`config.mk`:
```
export PLATFORM = sky130hd
export DESIGN_NAME = dpram_wr_ctrl
export DESIGN_NICKNAME = d
export VERILOG_FILES = /design/src/rtl/dpram_wr_ctrl.sv
export SDC_FILE = /design/constraint.sdc
export NUM_CORES = 1
export LEC_CHECK = 0
export BUFFER_PORTS_ARGS = -buffer_cell sky130_fd_sc_hd__buf_2
export CORE_ASPECT_RATIO = 1.4
export CORE_MARGIN = 2
export CORE_UTILIZATION = 50
export DETAILED_ROUTE_END_ITERATION = 12
export PLACE_DENSITY_LB_ADDON = 0.05
export SLEW_MARGIN = 20
export SYNTH_ARGS = -nofsm -noshare
export SYNTH_HDL_FRONTEND = slang
export SYNTH_SLANG_ARGS = --single-unit
```
`constraint.sdc`:
```
create_clock -name wr_clk -period 5.48 [get_ports wr_clk]
set_input_delay 0 -clock wr_clk [delete_from_list [all_inputs] [get_ports wr_clk]]
set_output_delay 0 -clock wr_clk [all_outputs]
set_load 0.02 [all_outputs]
```
`src/rtl/dpram_wr_ctrl.sv`:
```
// rtl/dpram_wr_ctrl.sv - write-side packet controller for dpram_aclk with commit/rollback pointers
// Define DPRAM_WR_DROP_ON_FULL_EN to drop packets on full instead of applying backpressure.
module dpram_wr_ctrl #(
   parameter int ADDR_WIDTH = 9,
   parameter int DATA_WIDTH = 16,
   parameter int CNT_WIDTH  = 16
) (
   input  logic                  wr_clk,
   input  logic                  rst_n,
   input  logic                  in_valid,
   output logic                  in_ready,
   input  logic                  in_sop,
   input  logic                  in_eop,
   input  logic [DATA_WIDTH-1:0] in_data,
   input  logic [ADDR_WIDTH:0]   rd_ptr_gray,
   output logic                  we,
   output logic [ADDR_WIDTH-1:0] waddr,
   output logic [DATA_WIDTH-1:0] din,
   output logic [ADDR_WIDTH:0]   wr_ptr_gray,
   output logic [CNT_WIDTH-1:0]  drop_cnt
);

   localparam int PW = ADDR_WIDTH + 1;
   localparam logic [PW-1:0] DEPTH    = {1'b1, {ADDR_WIDTH{1'b0}}};
   localparam logic [PW-1:0] LAST_LEN = {1'b0, {ADDR_WIDTH{1'b1}}};
   localparam logic [PW-1:0] ONE      = {{ADDR_WIDTH{1'b0}}, 1'b1};

   typedef enum logic [1:0] {S_IDLE, S_WRITE, S_DROP} state_t;

   state_t                r_state;
   state_t                w_state_nx;
   logic [PW-1:0]         r_wptr, r_cptr, r_len, r_sync1, r_sync2, r_wr_ptr_gray;
   logic                  r_active, r_we;
   logic [ADDR_WIDTH-1:0] r_waddr;
   logic [DATA_WIDTH-1:0] r_din;
   logic [CNT_WIDTH-1:0]  r_drop_cnt;

   logic [PW-1:0]         w_rptr, w_used, w_free;
   logic [PW-1:0]         w_wptr_nx, w_cptr_nx, w_len_nx, w_base, w_wr_ptr;
   logic                  w_full, w_accept, w_wr, w_drop, w_start;

   function automatic logic [PW-1:0] gray2bin(input logic [PW-1:0] g);
      logic [PW-1:0] b;
      b[PW-1] = g[PW-1];
      for (int i = PW - 2; i >= 0; i--) b[i] = b[i+1] ^ g[i];
      return b;
   endfunction

   assign w_rptr   = gray2bin(r_sync2);
   assign w_used   = r_wptr - w_rptr;
   assign w_free   = DEPTH - w_used;
   assign w_full   = (w_free == '0);
   assign w_accept = in_valid & in_ready;

`ifdef DPRAM_WR_DROP_ON_FULL_EN
   assign in_ready = r_active;
`else
   assign in_ready = r_active & ((r_state == S_DROP) | ~w_full);
`endif

   always_comb begin
      w_state_nx = r_state;
      w_wptr_nx  = r_wptr;
      w_cptr_nx  = r_cptr;
      w_len_nx   = r_len;
      w_wr       = 1'b0;
      w_drop     = 1'b0;
      w_start    = 1'b0;
      w_base     = r_wptr;
      w_wr_ptr   = r_wptr;
      case (r_state)
         S_IDLE: begin
            if (w_accept && in_sop) begin
`ifdef DPRAM_WR_DROP_ON_FULL_EN
               if (w_full) begin
                  w_drop     = 1'b1;
                  w_state_nx = in_eop ? S_IDLE : S_DROP;
               end else begin
                  w_start = 1'b1;
               end
`else
               w_start = 1'b1;
`endif
            end
         end
         S_WRITE: begin
            if (w_accept) begin
               // A fresh sop abandons the open packet and restarts at the commit point
               if (in_sop) begin
                  w_drop  = 1'b1;
                  w_start = 1'b1;
                  w_base  = r_cptr;
               end
`ifdef DPRAM_WR_DROP_ON_FULL_EN
               else if (w_full) begin
                  w_drop     = 1'b1;
                  w_wptr_nx  = r_cptr;
                  w_state_nx = in_eop ? S_IDLE : S_DROP;
               end
`endif
               else begin
                  w_wr      = 1'b1;
                  w_wptr_nx = r_wptr + ONE;
                  if (in_eop) begin
                     w_cptr_nx  = r_wptr + ONE;
                     w_state_nx = S_IDLE;
                  end else if (r_len == LAST_LEN) begin
                     w_drop     = 1'b1;
                     w_wptr_nx  = r_cptr;
                     w_state_nx = S_DROP;
                  end else begin
                     w_len_nx = r_len + ONE;
                  end
               end
            end
         end
         S_DROP: begin
            if (w_accept && in_eop) w_state_nx = S_IDLE;
         end
         default: w_state_nx = S_IDLE;
      endcase

      if (w_start) begin
         w_wr      = 1'b1;
         w_wr_ptr  = w_base;
         w_wptr_nx = w_base + ONE;
         if (in_eop) begin
            w_cptr_nx  = w_base + ONE;
            w_state_nx = S_IDLE;
         end else begin
            w_len_nx   = ONE;
            w_state_nx = S_WRITE;
         end
      end
   end

   always_ff @(posedge wr_clk or negedge rst_n) begin
      if (!rst_n) begin
         r_state       <= S_IDLE;
         r_active      <= 1'b0;
         r_wptr        <= '0;
         r_cptr        <= '0;
         r_len         <= '0;
         r_sync1       <= '0;
         r_sync2       <= '0;
         r_wr_ptr_gray <= '0;
         r_we          <= 1'b0;
         r_waddr       <= '0;
         r_din         <= '0;
         r_drop_cnt    <= '0;
      end else begin
         r_state  <= w_state_nx;
         r_active <= 1'b1;
         r_wptr   <= w_wptr_nx;
         r_cptr   <= w_cptr_nx;
         r_len    <= w_len_nx;
         r_sync1  <= rd_ptr_gray;
         r_sync2  <= r_sync1;
         // Published one cycle after commit so the RAM has already captured the eop word
         r_wr_ptr_gray <= r_cptr ^ (r_cptr >> 1);
         r_we          <= w_wr;
         if (w_wr) begin
            r_waddr <= w_wr_ptr[ADDR_WIDTH-1:0];
            r_din   <= in_data;
         end
         if (w_drop && (r_drop_cnt != '1)) r_drop_cnt <= r_drop_cnt + CNT_WIDTH'(1);
      end
   end

   assign we          = r_we;
   assign waddr       = r_waddr;
   assign din         = r_din;
   assign wr_ptr_gray = r_wr_ptr_gray;
   assign drop_cnt    = r_drop_cnt;

endmodule

```
# Word-level counts from Yosys, hierarchy flattened
# Cells that the tools add are included.
totals:
  word_cells: 95
  in_bits: 31
  out_inout_bits: 53
  ff_bits: 105
classes:
  bitwise: 14
  eq_ne: 10
  n_mux: 44
  reduce_logical: 9
  addsub: 6
op_table:
  columns: ["cell", "count"]
  rows:
  - ["$mux W10", 22]
  - ["$add A10 B1 Y10 const B", 3]
  - ["$add A16 B1 Y16 const B", 1]
  - ["$ne A16 B16 Y1 const B", 1]
  - ["$mux W1", 13]
  - ["$mux W2", 6]
  - ["$eq A10 B9 Y1 const B", 1]
  - ["$logic_not A10 Y1", 1]
  - ["$sub A10 B10 Y10", 1]
  - ["$sub A10 B10 Y10 const A", 1]
  - ["$xor A10 B9 Y10", 1]
  - ["$mux W9", 1]
  - ["$xor A1 B1 Y1", 9]
  - ["$ne A3 B3 Y1 const B", 2]
  - ["$pmux W2 S3", 1]
  - ["$reduce_and A5 Y1", 1]
  - ["$ne A4 B4 Y1 const B", 1]
  - ["$reduce_bool A2 Y1", 2]
  - ["$logic_and A1 B1 Y1", 3]
  - ["$ne A3 B2 Y1 const B", 1]
  - ["$reduce_and A3 Y1", 1]
  - ["$and A1 B1 Y1", 2]
  - ["$eq A2 B1 Y1 const B", 1]
  - ["$eq A2 B2 Y1 const B", 1]
  - ["other kinds (6)", 6]

# Logic depth before layout (Yosys ltp)
logic_depth:
  ltp_word: 21
  ltp_mapped: 24
  depth_no_buf: 22

# Worst setup path before layout
# No wires, ideal clock.
synth_path:
  kind: "register -> register"
  from: "register r_sync2[9]"
  to: "register r_len[9]"
  stages_incl_launch_ff: 23
  n_path_buf: 1
  period_less_slack_ns: 4.672
  t_required_ns: 5.347
  arrival_time_ns: 4.539
  setup_time_ns: 0.133
  slack_ns: 0.808
  cell_sequence: "dfrtp_1 -> xor2_1 -> xnor2_1 -> xor2_1 -> xor2_1 -> xor2_1 -> xor2_1 -> xnor2_1 -> xnor2_1 -> ha_1 -> inv_1 -> ha_1 -> inv_1 -> fa_1 -> nor2b_1 -> o2111ai_1 -> and4_1 -> o22a_1 -> and4_1 -> buf_6 -> or4_4 -> mux2i_1 -> nor2_1"
synth_between:
  elab_chain_len: 20
  elab_cells_between_ends: 24
  cone_classes: "add/sub: 2; mux: 7; bitwise: 13; reduce/logical: 2"
synth_lines:
  columns: ["item", "line", "rtl"]
  rows:
  - ["start, declared", "32", "logic [PW-1:0] r_wptr, r_cptr, r_len, r_sync1, r_sync2, r_wr_ptr_gray;"]
  - ["start signal, assigned", "158", "r_sync2 <= r_sync1;"]
  - ["$xor A1 B1 Y1 (9 in a row)", "45", "for (int i = PW - 2; i >= 0; i--) b[i] = b[i+1] ^ g[i];"]
  - ["$sub A10 B10 Y10 *", "50", "assign w_used = r_wptr - w_rptr;"]
  - ["$sub A10 B10 Y10 *", "51", "assign w_free = DEPTH - w_used;"]
  - ["$logic_not A10 Y1 *", "52", "assign w_full = (w_free == '0);"]
  - ["$not A1 Y1 *", "58", "assign in_ready = r_active & ((r_state == S_DROP) | ~w_full);"]
  - ["$or A1 B1 Y1 *", "58", null]
  - ["$and A1 B1 Y1 *", "58", null]
  - ["$and A1 B1 Y1 *", "53", "assign w_accept = in_valid & in_ready;"]
  - ["$logic_and A1 B1 Y1 or $mux W10 (tied branches)", "73, 87", null]
  - ["$mux W1 or $mux W10 (tied branches)", "73, 71", null]
  - ["$pmux W1 S2 or $mux W10 (tied branches)", "71, 127", null]
  - ["$mux W10 *", "123", "if (w_start) begin"]
  - ["via w_len_nx[9]", "39", "logic [PW-1:0] w_wptr_nx, w_cptr_nx, w_len_nx, w_base, w_wr_ptr;"]
  - ["end signal, assigned", "156", "r_len <= w_len_nx;"]
  - ["end, declared", "32", null]
# The timed path passes the listed nets; every way through them passes the cells marked *.
# A chain may end at the register's enable or synchronous reset.

# Worst setup path after layout
layout_path:
  from: "register r_sync2[8]"
  to: "register r_len[9]"
layout_between:
  elab_chain_len: 20
  elab_cells_between_ends: 24
  cone_classes: "add/sub: 2; mux: 7; bitwise: 13; reduce/logical: 2"
layout_lines:
  columns: ["item", "line"]
  rows:
  - ["$xor A1 B1 Y1 *", "45"]
  - ["$xor A1 B1 Y1 (8 in a row)", "45"]
  - ["$sub A10 B10 Y10 *", "50"]
  - ["$sub A10 B10 Y10 *", "51"]
  - ["$logic_not A10 Y1 *", "52"]
  - ["$not A1 Y1 *", "58"]
  - ["$or A1 B1 Y1 *", "58"]
  - ["$and A1 B1 Y1 *", "58"]
  - ["$and A1 B1 Y1 *", "53"]
  - ["$logic_and A1 B1 Y1 or $mux W10 (tied branches)", "73, 87"]
  - ["$mux W1 or $mux W10 (tied branches)", "73, 71"]
  - ["$pmux W1 S2 or $mux W10 (tied branches)", "71, 127"]
  - ["$mux W10 *", "123"]
  - ["via w_len_nx[9]", "39"]
# Marks and branches as above.

==> flow_metrics.py <==
metrics = {
    "grt": {
        "grt_pass1_vias": 4530,
        "grt_use_total": 0.2349,
        "grt_max_degree": 59,
        "grt_pass1_wl_um": 22310,
        "antenna_found_initial": 0,
        "grt_overflow": 0,
    },
    "hold_path": {
        "hp-class": "input port to register",
    },
    "floorplanning": {
        "die_w_um": 93.28,
        "dieArea_um2": 12030,
        "io_pins": 84,
        "rows": 45,
        "die_h_um": 129.0,
        "start_util": 0.5134,
        "core-area_um2": 10870,
    },
    "final_layout": {
        "instances_no_fill": 823,
        "nFillCells": 958,
        "finalNetCount": 729,
        "final_core_utilization": 0.6213,
        "area_delta_synth_final_pct": 21.01,
        "multi_input_area_um2": 2749,
        "seqCellArea_um2": 2628,
        "antenna_cells": 0,
        "drive_gt1_frac": 0.1950,
    },
    "power_and_ir_drop": {
        "p_int_uw": 1874,
        "p_seq_frac": 0.369,
        "sw_frac_of_total": 0.3980,
        "power_density_nw_per_um2": 461.1,
        "clockPowerShare": 0.209,
        "total_power_uw": 3113,
        "p_leak_uw": 0.003319,
        "switchingPower_uw": 1239,
        "combPwrFrac": 0.422,
        "max-vdd-ir-drop_v": 0.0002340,
    },
    "detailed_routing": {
        "drtIter0Drc": 235,
        "wl_per_cell_um": 16.17,
        "routed_wl_um": 13310,
        "vias": 4570,
        "vias_per_cell": 5.553,
        "drc": 0,
        "firstDrtPassIters": 5,
        "ant_nets": 0,
    },
    "yosys": {
        "synth_top_area_cell": "dfrtp_1",
        "ys_seq_elements": 105,
        "synth_most_common_cell": "dfrtp_1",
        "async_reset_ff_frac": 1.000,
        "syn_inst": 572,
        "ys_warn_count": 0,
        "synth_nets": 624,
        "syn_area_um2": 5579,
        "seq_area_frac_synth": 0.4710,
        "ys_types": 57,
        "synthTopCellsByArea": "dfrtp_1 (47%), xnor2_1 (5.0%), nand2_1 (4.8%), ha_1 (4.5%), xor2_1 (4.4%)",
        "synth_edf_count": 0,
        "synth_common_cells": "dfrtp_1 (105), nand2_1 (72), xnor2_1 (32)",
        "yosysTopAreaCellShare": 0.4710,
        "ys.flop_type": "dfrtp_1",
        "syn_area_per_cell_um2": 9.754,
    },
    "sta": {
        "clock.fmax_mhz": 193.5,
        "finClkSkew_ps": 7.492,
        "timing_worst_slew_pin_value_ps": 879.0,
        "setup_violations": 0,
        "relSlewSlack": 0.4123,
        "slew_violations": 0,
        "finalHoldViolations": 0,
        "finalCriticalPeriod_ps": 5169,
        "period_share": 0.9432,
    },
    "critical_path": {
        "critPathKind": "register to register",
        "crit_slowest_cell": "or4_4",
        "worst_path_most_repeated_cell": "xor2_2",
        "critPathMaxStageDelay_ps": 530,
        "crit_fanout": 6,
        "cp.arrival_ps": 5380,
        "crit_chain": "xor2_2, xnor2_2, xor2_1, xor2_1, xor2_2, xor2_2, xnor2_2, xnor2_1, ha_1, inv_1, ha_1, inv_1, fa_1, nor2b_2, o2111ai_1, and4_1, o22a_1, and4_1, buf_4, or4_4, mux2i_1, nor2_1",
        "cp_data_required_time_ps": 5700,
        "crit_path_start_kind": "register",
        "endpoint_kind": "register",
    },
    "clock_network": {
        "htreeDepth": 3,
        "cts.sinks": 105,
        "numCtsBuffers": 9,
        "clk_latency_ps": 350,
        "cts_tree": "done",
        "clk_pin_slew_ps": 70,
        "cts-root-buf": "clkbuf_16",
        "clock_path_buffers": 2,
    },
    "placement": {
        "place_inst": 779,
        "hpwlAfterDp_um": 9831,
        "gp_congestion": 0.9404,
        "port_buffers": 83,
    },
    "run_status": {
        "status": "complete, no violations",
    },
    "flow_run": {
        "maxCapViolCount": 0,
    },
}
per-layer routing:
layer	global-route usage	vias to the layer above	share of wire
li1	-	2193	-
met1	0.2886	2219	0.40
met2	0.4147	138	0.52
met3	0.03513	20	0.053
met4	0.08997	0	0.021
met5	0	-	0
timing repair:
| action | in CTS | in global routing |
|---|---|---|
| buffers inserted | 0 | 1 |
| endpoints found under the setup margin | 0 | 71 |
| hold buffers | 27 | 0 |
| gates resized for setup | 0 | 7 |
| endpoints found under the hold margin | 73 | 0 |
sequential cells by signal (all words and copies together), names as in the netlist:
name	flops
din	16
drop_cnt	16
r_active	1
r_cptr	10
r_len	10
r_state	2
r_sync1	10
r_sync2	10
r_wptr	10
waddr	9
we	1
wr_ptr_gray	10
cell families (layout without fill, tap and decap cells):
| kind of cell | Yosys count | count (layout) | share of synthesized area |
|---|---|---|---|
| AO/OA/AOI/OAI | 96 | 96 | 0.1130 |
| XOR/XNOR | 60 | 60 | 0.09419 |
| adder cells (fa/ha/maj) | 21 | 21 | 0.04844 |
| buffers and inverters | 59 | 169 | 0.04440 |
| flip-flops | 105 | 105 | 0.4710 |
| multiplexers | 30 | 30 | 0.05517 |
| other | 1 | 1 | 0.0006722 |
| AND/OR/NAND/NOR | 200 | 200 | 0.1731 |
placed cells by master, fill, tap and decap left out, types with 3 or more instances in the layout:
cell type and count:
dfrtp_1 105, a211oi_1 7, nand3_1 28, or2_2 3, xnor2_1 30, a31oi_1 10
or3_1 3, ha_1 20, o21ai_0 19, buf_4 13, and2_1 4, nor2_1 31
o22ai_1 9, a21o_1 4, nand2b_1 3, and4_1 4, dlygate4sd3_1 27, mux2i_1 24
and3_1 12, buf_2 82, nand4_1 15, inv_1 30, xor2_1 25, nor3_1 12
nor2b_1 4, xor2_2 3, mux2_2 6, a21oi_1 23, clkbuf_16 9, a22oi_1 4
nand2_1 72
area by class of cell:
cell class                      count  area share
Timing Repair Buffer              122      0.1153
Inverter                           31     0.01724
Tap cell                          141     0.02613
Sequential cell                   105      0.3892
Clock inverter                      6    0.009637
Clock buffer                       10     0.03540
Multi-Input combinational cell    408      0.4072
worst paths after layout:
| check | from | end | slack, ps | cells after the start |
|---|---|---|---|---|
| setup / recovery | r_sync2[8]$_DFF_PN0_ | r_len[9]$_DFF_PN0_ | 310 | 22 |
| hold / removal | in_sop | r_state[0]$_DFFE_PN0P_ | 50 | 3 |
| setup reg to reg | r_sync2[8]$_DFF_PN0_ | r_len[9]$_DFF_PN0_ | 310 | 22 |
| hold reg to reg | r_sync1[1]$_DFF_PN0_ | r_sync2[1]$_DFF_PN0_ | 350 | 0 |
| max in group asynchronous | rst_n | r_sync2[5]$_DFF_PN0_ | 4140 | 3 |
| min in group asynchronous | rst_n | wr_ptr_gray[2]$_DFF_PN0_ | 190 | 2 |
stage by stage:
step	setup slack, ps	hold slack, ps	TNS [ps]	instance area [µm²]
5_1_grt	-66.57	71.48	-367.6	6751
3_3_place_gp	371.9	44.52	0	6125
3_5_place_dp	200.6	51.68	0	6125
2_1_floorplan	807.8	-295.6	0	5579
6_report	311.2	52.17	0	6751
4_1_cts	152.3	39.95	0	6699
worst max-delay path: cells and delay by family, from the launching register on:
kind / cells / cell delay, ps
xor gates and xnor gates: 8 / 1730
and+or+nand+nor: 5 / 1310
adders and majority gates: 3 / 750
DFF: 1 / 400
AOI/OAI and AO/OA: 2 / 390
buffers and inverters: 3 / 310
muxes: 1 / 150
power by group through the flow:
stage               clock network, µW  logic, µW  registers (µW)
floorplan                           0        892            1200
global placement                    0       1260            1150
detailed placement                  0       1280            1160
CTS                               670       1310            1150
global route                      697       1470            1170
finish                            651       1310            1150
Note: power is estimated with default switching activity, not from simulation.
